**src/rtl/neuro_op_sequencer.sv**
```systemverilog
// Sequences one neuron op: walks index/weight caches, gathers layer values, drives the MAC term by term, then optionally activates and writes the sum.
// Latency: 5 cycles per term with a zero-wait MAC, plus one WRITE cycle (plus 1 + activation latency when enabled).
// Backpressure: the ISSUE state holds its operands stable while mac_ready is low; WAIT and ACT hold until mac_done / act_done.
module neuro_op_sequencer #(
    parameter int AW = 16,
    parameter int DW = 16
) (
    input  logic          clk,
    input  logic          reset,

    input  logic          start_op,
    output logic          ready_next_op,
    input  logic [AW-1:0] cfg_offset,
    input  logic [AW-1:0] cfg_dest,
    input  logic [15:0]   cfg_num_ops,
    input  logic          cfg_act_en,

    output logic [AW-1:0] idx_rd_addr,
    input  logic [DW-1:0] idx_rd_data,
    output logic [AW-1:0] w_rd_addr,
    input  logic [DW-1:0] w_rd_data,
    output logic [AW-1:0] val_rd_addr,
    input  logic [DW-1:0] val_rd_data,

    output logic          mac_valid,
    output logic          mac_first,
    output logic [DW-1:0] mac_a,
    output logic [DW-1:0] mac_b,
    input  logic          mac_ready,
    input  logic          mac_done,
    input  logic [DW-1:0] mac_result,

    output logic          act_valid,
    output logic [DW-1:0] act_in,
    input  logic          act_done,
    input  logic [DW-1:0] act_out,

    output logic          out_we,
    output logic [AW-1:0] out_addr,
    output logic [DW-1:0] out_data
);

    typedef enum logic [2:0] {
        S_IDLE,
        S_FETCH,
        S_GATHER,
        S_OPERAND,
        S_ISSUE,
        S_WAIT,
        S_ACT,
        S_WRITE
    } state_t;

    // Control and datapath state
    state_t        state_q, state_d;
    logic [AW-1:0] ptr_q, ptr_d;
    logic [15:0]   cnt_q, cnt_d;
    logic          first_q, first_d;
    logic [DW-1:0] acc_q, acc_d;
    logic [DW-1:0] w_q, w_d;
    logic [DW-1:0] a_q, a_d;
    logic [AW-1:0] dest_q, dest_d;
    logic          act_en_q, act_en_d;

    // Registered outputs, computed from the next state so they line up with it
    logic          ready_next_op_q, ready_next_op_d;
    logic [AW-1:0] idx_rd_addr_q, idx_rd_addr_d;
    logic [AW-1:0] w_rd_addr_q, w_rd_addr_d;
    logic          mac_valid_q, mac_valid_d;
    logic          mac_first_q, mac_first_d;
    logic [DW-1:0] mac_a_q, mac_a_d;
    logic [DW-1:0] mac_b_q, mac_b_d;
    logic          act_valid_q, act_valid_d;
    logic [DW-1:0] act_in_q, act_in_d;
    logic          out_we_q, out_we_d;
    logic [AW-1:0] out_addr_q, out_addr_d;
    logic [DW-1:0] out_data_q, out_data_d;

    // Next-state and datapath update; cfg is captured only on the accept cycle
    always_comb begin
        state_d  = state_q;
        ptr_d    = ptr_q;
        cnt_d    = cnt_q;
        first_d  = first_q;
        acc_d    = acc_q;
        w_d      = w_q;
        a_d      = a_q;
        dest_d   = dest_q;
        act_en_d = act_en_q;

        case (state_q)
            S_IDLE: begin
                if (start_op) begin
                    ptr_d    = cfg_offset;
                    cnt_d    = cfg_num_ops;
                    first_d  = 1'b1;
                    dest_d   = cfg_dest;
                    act_en_d = cfg_act_en;
                    if (cfg_num_ops == 16'd0) begin
                        acc_d   = '0;
                        state_d = S_WRITE;
                    end else begin
                        state_d = S_FETCH;
                    end
                end
            end
            S_FETCH: begin
                state_d = S_GATHER;
            end
            S_GATHER: begin
                w_d     = w_rd_data;
                state_d = S_OPERAND;
            end
            S_OPERAND: begin
                a_d     = val_rd_data;
                state_d = S_ISSUE;
            end
            S_ISSUE: begin
                if (mac_ready) begin
                    first_d = 1'b0;
                    state_d = S_WAIT;
                end
            end
            S_WAIT: begin
                if (mac_done) begin
                    acc_d = mac_result;
                    ptr_d = ptr_q + AW'(1);
                    cnt_d = cnt_q - 16'd1;
                    if (cnt_q == 16'd1) begin
                        state_d = act_en_q ? S_ACT : S_WRITE;
                    end else begin
                        state_d = S_FETCH;
                    end
                end
            end
            S_ACT: begin
                if (act_done) begin
                    acc_d   = act_out;
                    state_d = S_WRITE;
                end
            end
            S_WRITE: begin
                state_d = S_IDLE;
            end
            default: begin
                state_d = S_IDLE;
            end
        endcase
    end

    // Output decode from the next state; inactive outputs are held at zero
    always_comb begin
        ready_next_op_d = (state_d == S_IDLE);
        idx_rd_addr_d   = (state_d == S_FETCH) ? ptr_d : '0;
        w_rd_addr_d     = (state_d == S_FETCH) ? ptr_d : '0;
        mac_valid_d     = (state_d == S_ISSUE);
        mac_first_d     = (state_d == S_ISSUE) && first_d;
        mac_a_d         = (state_d == S_ISSUE) ? a_d : '0;
        mac_b_d         = (state_d == S_ISSUE) ? w_d : '0;
        act_valid_d     = (state_d == S_ACT);
        act_in_d        = (state_d == S_ACT) ? acc_d : '0;
        out_we_d        = (state_d == S_WRITE);
        out_addr_d      = (state_d == S_WRITE) ? dest_d : '0;
        out_data_d      = (state_d == S_WRITE) ? acc_d : '0;
    end

    // State and output registers; reset aborts any op and re-arms the MAC clear
    always_ff @(posedge clk) begin
        if (reset) begin
            state_q         <= S_IDLE;
            ptr_q           <= '0;
            cnt_q           <= '0;
            first_q         <= 1'b1;
            acc_q           <= '0;
            w_q             <= '0;
            a_q             <= '0;
            dest_q          <= '0;
            act_en_q        <= 1'b0;
            ready_next_op_q <= 1'b1;
            idx_rd_addr_q   <= '0;
            w_rd_addr_q     <= '0;
            mac_valid_q     <= 1'b0;
            mac_first_q     <= 1'b0;
            mac_a_q         <= '0;
            mac_b_q         <= '0;
            act_valid_q     <= 1'b0;
            act_in_q        <= '0;
            out_we_q        <= 1'b0;
            out_addr_q      <= '0;
            out_data_q      <= '0;
        end else begin
            state_q         <= state_d;
            ptr_q           <= ptr_d;
            cnt_q           <= cnt_d;
            first_q         <= first_d;
            acc_q           <= acc_d;
            w_q             <= w_d;
            a_q             <= a_d;
            dest_q          <= dest_d;
            act_en_q        <= act_en_d;
            ready_next_op_q <= ready_next_op_d;
            idx_rd_addr_q   <= idx_rd_addr_d;
            w_rd_addr_q     <= w_rd_addr_d;
            mac_valid_q     <= mac_valid_d;
            mac_first_q     <= mac_first_d;
            mac_a_q         <= mac_a_d;
            mac_b_q         <= mac_b_d;
            act_valid_q     <= act_valid_d;
            act_in_q        <= act_in_d;
            out_we_q        <= out_we_d;
            out_addr_q      <= out_addr_d;
            out_data_q      <= out_data_d;
        end
    end

    // The value address depends on index data that only arrives during GATHER,
    // so it is a direct decode rather than a registered output.
    assign val_rd_addr   = (state_q == S_GATHER) ? idx_rd_data : '0;

    assign ready_next_op = ready_next_op_q;
    assign idx_rd_addr   = idx_rd_addr_q;
    assign w_rd_addr     = w_rd_addr_q;
    assign mac_valid     = mac_valid_q;
    assign mac_first     = mac_first_q;
    assign mac_a         = mac_a_q;
    assign mac_b         = mac_b_q;
    assign act_valid     = act_valid_q;
    assign act_in        = act_in_q;
    assign out_we        = out_we_q;
    assign out_addr      = out_addr_q;
    assign out_data      = out_data_q;

endmodule

```
**config.mk**
```make
export PLATFORM = sky130hd
export DESIGN_NAME = neuro_op_sequencer
export DESIGN_NICKNAME = d
export VERILOG_FILES = /design/src/rtl/neuro_op_sequencer.sv
export SDC_FILE = /design/constraint.sdc
export NUM_CORES = 1
export LEC_CHECK = 0
export CAP_MARGIN = 40
export CORE_ASPECT_RATIO = 1.25
export CORE_MARGIN = 10
export CORE_UTILIZATION = 45
export CTS_CLUSTER_SIZE = 12
export DETAILED_ROUTE_END_ITERATION = 6
export PLACE_DENSITY_LB_ADDON = 0.25
export SYNTH_ARGS = -nofsm -noshare
export SYNTH_HDL_FRONTEND = slang
export SYNTH_SLANG_ARGS = --single-unit
```
**constraint.sdc**
```tcl
create_clock -name clk -period 2.7 [get_ports clk]
set_input_delay 0.675 -clock clk [delete_from_list [all_inputs] [get_ports clk]]
set_output_delay 0.675 -clock clk [all_outputs]
set_load 0.03 [all_outputs]
```
==> impl_results.md <==
- Status: finished clean
- CTS tree: built
- Peak Freq: 0.385 GHz
- Worst-Margin Slew: 690 ps
- CP startpoint kind: input pin
- Post-synthesis sequential area ratio: 53.2%
- Max-cap violations: 0
- Tmin final: 2600 ps
- Worst R2R Setup Slack: 370 ps
- Hold path endpoint: dest_q[11]$_SDFF_PP0_
- Post-synthesis area per instance: 9.18 µm²
- Clock-pin slew on the worst setup and hold paths: 60 ps
- Total GRT Usage: 19.4%
- DR WL/cell: 17.4 µm
- Unique masters post-synth: 53
- IO Count: 268
- Ys flop type: dfxtp_1
- Synth Net Count: 967
- CP max stage delay: 440 ps
- Largest area contributor in the netlist: dfxtp_1
- Pin count of the biggest net entering global routing: 61
- Initial DRC Count: 354
- Crit path DAT: 2950 ps
- Initial antenna violation count: 2
- Fin crit share: 96.2%
- Synth Register Bits: 202
- Fillcell total: 1361
- Hold Path Cell Cnt: 2
- Ys Warns: 0
- DR vias/cell: 5.19
- Slew Viols, Final: 0
- Setup tns final: 0 ps
- Cell repeated most along the worst path: buf_4
- GP Congestion: 0.858
- Start point of the worst hold path: dest_q[11]$_SDFF_PP0_
- Reg2reg start: state_q[2]$_SDFF_PP0_
- Clock Skew: 8.66 ps
- Layout cells sized above 1: 10.5%
- Crit path kind: input pin to register
- Critical path endpoint category: register
- Fin. Hold Viols: 0
- Clk buf depth: 3
- Pwr dens: 598 nW/µm²
- Depth of the worst register-to-register path: 7
- Post-synth top cells: nor2_1, dfxtp_1, mux2i_1, nand2_1, clkbuf_1
- Grt total ovfl: 0
- Critical path cell sequence: clkdlybuf4s50_1, nor4_1, buf_4, and3_1, nand3_1, a221o_1, buf_4, a221oi_1, nor2_1
- Async SR Flop Fraction: 0%
- Clock Latency Late Sink: 490 ps
- Drt drc: 0
- First-pass GRT wire length: 35600 µm
- Chip height: 165 µm
- Via count: 6913
- Post-Synthesis Cells: 829
- Number of synthesized flops with an enable pin: 0
- WP data required: 3050 ps
- Final WL: 23100 µm
- Lkg Pwr: 4.58 nW
- Core Box Area: 16700 µm²
- Post-CTS Hold Buffers: 0
- Worst path slowest cell: a221oi_1
- Finished Core Util: 67.5%
- Number of global-route vias before repair: 6950
- Synth top area share: 53.2%
- Drt pass-1 iters: 5
- DPL Wire Length: 16800 µm
- Worst hold-check path type: register to register
- CTS root buf: clkbuf_16
- Input/output buffers: 267
- Layout area overhead: 48.4%
- Mapped cell area: 7610 µm²
- Clock sink count: 202
- H-tree levels: 1
- Final setup fails: 0
- Ranking of synthesized cells by area: dfxtp_1, nor2_1, mux2i_1, nand2_1, a221oi_2
- Rel. slew slack: 54.0%
- Initial Utilization: 45.5%
- RSZ-0062 raised after global routing: no
- Crit path max fanout: 8
- NumNets Final: 1240
- Num rows: 53
- Reg2reg end: acc_q[3]$_SDFF_PP0_
- Antenna-violating nets left: 0
- CTS buffer count: 21
- Total Die Area: 22500 µm²
- Top-count cell post-synth: nor2_1
- Die W: 136 µm
- Peak VDD IR: 442 µV
## report_power, final
group / internal (W) / switching, W / total (W)
sequential: 0.00309 / 0.0000762 / 0.00316
clock: 0.00153 / 0.00111 / 0.00264
combinational: 0.000475 / 0.000477 / 0.000952
## timing repair
item / in CTS / in global routing
endpoints found under the setup margin: 16 / 5
gates cloned: 0 / 0
pin swaps: 0 / 1
resized for setup: 2 / 1
setup buffers: 0 / 1
## registers in the layout, summed over array words and instances, names as in the netlist, 3 cells and up
signal and cells:
a_q 16, ptr_q 16, act_in 16, w_rd_addr 16, state_q 3, cnt_q 16
mac_a 16, out_data 16, out_addr 16, dest_q 16, mac_b 16, w_q 16
acc_q 16
## layout by cell type (no fill, tap or decap), types with 2 or more instances in the layout
cell / instances
a211oi_1: 7
a21o_1: 19
a21oi_1: 26
a221oi_1: 12
a221oi_2: 10
a222oi_1: 5
a22oi_1: 3
a31oi_1: 3
and2_1: 17
and3_1: 23
and4_1: 2
buf_12: 6
buf_4: 59
clkbuf_16: 21
clkbuf_8: 5
clkdlybuf4s50_1: 250
dfxtp_1: 200
dfxtp_2: 2
diode_2: 3
ha_1: 3
inv_1: 11
mux2i_1: 50
nand2_1: 42
nand2b_1: 18
nand3_1: 8
nand3b_1: 2
nand4_1: 7
nor2_1: 201
nor2_4: 2
nor2b_1: 3
nor3_1: 9
nor4_1: 11
o21ai_0: 30
o22ai_1: 3
o311a_1: 3
o31ai_1: 3
o32ai_1: 2
or2_2: 3
xnor2_1: 2
xor2_1: 2
## area by class of cell
class,instances,area (µm²),area share (%)
Multi-Input combinational cell,550,3220,28.6
Tap cell,220,275,2.44
Timing Repair Buffer,316,3080,27.3
Clock inverter,2,13.8,0.122
Clock buffer,27,598,5.30
Sequential cell,202,4050,35.9
Inverter,11,41.3,0.366
Antenna cell,3,7.51,0.0665
## stage by stage
step,hold slack (ps),total power (W),area [µm²],worst slack [ps],cells
floorplan,456,0.00372,7610,304,829
global placement,466,0.00415,10600,-339,1297
detailed placement,472,0.00417,10600,-390,1298
CTS,489,0.00681,11300,69.3,1327
global route,502,0.00703,11300,15.0,1329
finish,486,0.00675,11300,104,1331
## worst max-delay path by stage
stage / from / to / slack (ps) / cells past startpoint
after floorplan: start_op / out_data[5]$_SDFF_PP0_ / 300 / 7
after global placement: cfg_num_ops[1] / out_data[14]$_SDFF_PP0_ / -340 / 9
after detailed placement: cfg_num_ops[12] / out_data[3]$_SDFF_PP0_ / -390 / 9
after CTS: state_q[0]$_SDFF_PP0_ / val_rd_addr[2] / 70 / 4
after global routing: cfg_num_ops[12] / out_data[14]$_SDFF_PP0_ / 20 / 9
final: cfg_num_ops[12] / acc_q[3]$_SDFF_PP0_ / 100 / 9
## per-layer routing
layer  track usage (%)  part of all wire (%)  up-vias
li1                  -                     -     3372
met1              20.0                    36     3251
met2              34.2                    51      250
met3              8.32                    11       38
met4              7.08                   2.3        2
met5                 0                 0.078        -
## cell families (layout without fill, tap and decap cells)
family          count (synthesis)  count (layout)  synth area share, %
compound gates                138             138                 13.3
fa+ha+maj                       3               3                0.493
buf+inv                        77             356                 4.77
simple gates                  355             355                 21.2
xor+xnor                        4               4                0.461
flops                         202             202                 53.2
mux                            50              50                 6.58
other cells                     0               3                    0
## worst max-delay path, delay by kind of cell
family          cells  cell delay, ps
compound gates      2             810
buf+inv             3             770
simple gates        4             690
Note: power is estimated with default switching activity, not from simulation.
==> variant, RTL diff (same settings) <==
Take the reset off `w_rd_addr_q` and load it in a clocked block of its own.
--- a/src/rtl/neuro_op_sequencer.sv
+++ b/src/rtl/neuro_op_sequencer.sv
@@ -178,7 +178,6 @@
             act_en_q        <= 1'b0;
             ready_next_op_q <= 1'b1;
             idx_rd_addr_q   <= '0;
-            w_rd_addr_q     <= '0;
             mac_valid_q     <= 1'b0;
             mac_first_q     <= 1'b0;
             mac_a_q         <= '0;
@@ -200,7 +199,6 @@
             act_en_q        <= act_en_d;
             ready_next_op_q <= ready_next_op_d;
             idx_rd_addr_q   <= idx_rd_addr_d;
-            w_rd_addr_q     <= w_rd_addr_d;
             mac_valid_q     <= mac_valid_d;
             mac_first_q     <= mac_first_d;
             mac_a_q         <= mac_a_d;
@@ -211,6 +209,10 @@
             out_addr_q      <= out_addr_d;
             out_data_q      <= out_data_d;
         end
+    end
+
+    always_ff @(posedge clk) begin
+        w_rd_addr_q <= w_rd_addr_d;
     end
 
     // The value address depends on index data that only arrives during GATHER,
Behaviour: not the same (Yosys sat finds a counterexample within 4 cycles, from zero or initial values and one cycle with reset high).
==> variant against the unedited design <==
Design area grew 5.0%; worst setup slack improved by 0.070 ns; sequential cell count grew 16; wire length increased by 7.0%; synthesized cell count up 4.8%; hold slack got worse by 0.0017 ns; register-to-register slack lost 0.16 ns; area after synthesis is 6.3% higher; power rose by 7.8%; core utilization is 0.092 points lower; global-route usage rose by 0.18 points; maximum frequency is 2.8% higher; largest power group unchanged; highest routed layer unchanged.
==> variant: results (changes against the unedited design) <==
| Metric | Value |
|---|---|
| Result of the run | finished, final reports clean |
| Top cells by area, synth | sky130_fd_sc_hd__dfxtp_1 (54%), sky130_fd_sc_hd__nor2_1 (7.2%), sky130_fd_sc_hd__mux2i_1 (6.3%) |
| Worst Hold Launch | w_q[0]$_SDFF_PP0_ |
| Pin count of the biggest net entering global routing | 47 (-23%) |
| Cell leakage power | 4.57 nW (-0.27%) |
| Data arrival time of the worst path | 1.85 ns (-1.10 ns) |
| Cell with the biggest individual delay on the critical path | sky130_fd_sc_hd__dfxtp_2 |
| Maximum clock skew at final layout | 0.0156 ns (+0.00696 ns) |
| Placer congestion estimate | 0.849 (-0.96%) |
| Router iterations before antenna repair | 7 (+2) |
| R2R Path Start | cnt_q[0]$_SDFFE_PP0P_ |
| Min setup slack post-route | 0.174 ns (+0.0704 ns) |
| Layout filler cell count | 1406 (+3.3%) |
| DRC violation total after the first TritonRoute iteration | 399 (+13%) |
| Sum of net half-perimeters after detailed placement | 18300 um (+8.5%) |
| Depth of the worst register-to-register path | 7 (unchanged) |
| Sw frac | 0.251 (+0.00496) |
| Number of port buffers | 267 (unchanged) |
| Critical path launch point | state_q[1]$_SDFF_PP0_ |
| Post-synthesis net count | 1007 (+4.1%) |
| Critical path peak fanout | 24 (+16) |
| Number of distinct library cells after synthesis | 62 (+17%) |
| Worst Tran Pin Value | 0.538 ns (-0.153 ns) |
| CP delay by family, top | simple AND/OR/NAND/NOR gates |
| Fraction of final layout cells with drive strength greater than 1 | 0.0984 (-0.00633) |
| Register area share after synthesis | 0.540 (+0.00819) |
| Worst Setup EP | val_rd_addr[0] |
| CP peak stage delay | 0.45 ns |
| Fraction of synthesis flops using an asynchronous set or reset pin | 0 (unchanged) |
| Top post-synthesis cells by count | sky130_fd_sc_hd__dfxtp_1 (218), sky130_fd_sc_hd__nor2_1 (155), sky130_fd_sc_hd__o21ai_0 (57), sky130_fd_sc_hd__clkbuf_1 (51), sky130_fd_sc_hd__mux2i_1 (51) |
| Num CTS Buffers | 22 (+4.8%) |
| GR Util All Layers | 0.196 (+0.00184) |
| Maximum VDD drop | 0.000447 V (+1.3%) |
| Final wirelength | 24700 um (+7.0%) |
| Final net count | 1291 (+4.1%) |
| Vias post-DR | 7277 (+5.3%) |
| Vias in the first global route | 7173 (+3.2%) |
| Post-placement setup slack | -0.107 ns (+0.283 ns) |
| RR Endpoint | mac_b[15]$_SDFF_PP0_ |
## variant: changes by cell type after synthesis, sizes merged, moves of 17 or more
cell / before / now
and2: 18 / 35
a21oi: 27 / 47
nor2: 204 / 164
buf: 26 / 6
nor2b: 3 / 33
o21ai: 31 / 57
## variant: worst register-to-register path, stage by stage, from the launching register on
cell,delay [ns]
sky130_fd_sc_hd__dfxtp_1,0.39
sky130_fd_sc_hd__ha_1,0.15
sky130_fd_sc_hd__nor4b_1,0.30
sky130_fd_sc_hd__nand4_2,0.29
sky130_fd_sc_hd__a211o_1,0.38
sky130_fd_sc_hd__or4b_1,0.57
sky130_fd_sc_hd__buf_12,0.21
sky130_fd_sc_hd__nor2_1,0.13
## variant: worst min path at each step
stage | to | slack (ns) | cells after the start
floorplan | cnt_q[1]$_SDFFE_PP0P_ | 0.45 | 2
global placement | cnt_q[1]$_SDFFE_PP0P_ | 0.46 | 2
detailed placement | mac_b[0]$_SDFF_PP0_ | 0.47 | 2
CTS | cnt_q[14]$_SDFFE_PP0P_ | 0.48 | 2
global route | w_q[0]$_SDFF_PP0_ | 0.50 | 2
finish | w_q[0]$_SDFF_PP0_ | 0.48 | 2
## variant: repair_timing
item	4_1_cts	5_1_grt
setup buffers	0	0
setup endpoints to repair	16	0
resized for setup	1	0
## variant: cell type report
cell class	count	area [sq um]	share of cell area
tap	224	280	0.0237
multi-input combinational	583	3450	0.291
clock buffer	29	608	0.0513
timing repair buffer	318	3100	0.261
sequential	218	4370	0.368
antenna	1	2.50	0.000211
inverter	10	37.5	0.00317
clock inverter	1	5.00	0.000422
## variant: cell families (layout without fill, tap and decap cells)
group           Yosys count  count (layout)  synth area share
fa+ha+maj                 3               3           0.00464
buf+inv                  68             358            0.0348
xor+xnor                  2               2           0.00217
simple gates            339             339             0.208
mux                      52              52            0.0645
other cells               0               1                 0
flops                   218             218             0.540
compound gates          187             187             0.146
## variant: per-stage QoR
stage	power (mW)	util	cells	cell area, sq um
2_1_floorplan	4.09	-	869	8090
6_report	7.28	0.674	1384	11800
5_1_grt	7.60	0.674	1383	11800
3_5_place_dp	4.65	0.639	1353	11200
4_1_cts	7.36	0.674	1383	11800
3_3_place_gp	4.63	0.639	1353	11200
## variant: layer usage
metal | track usage | part of all wire
met5 | 0 | 0.00049
met4 | 0.0567 | 0.021
met3 | 0.0576 | 0.087
met2 | 0.338 | 0.50
met1 | 0.231 | 0.39
## variant: power by group through the flow
stage               clock network [mW]  registers, mW  logic, mW
global route                      2.91           3.46       1.24
finish                            2.69           3.44       1.14
CTS                               2.77           3.44       1.15
detailed placement                   0           3.51       1.14
global placement                     0           3.51       1.13
floorplan                            0           3.56      0.523
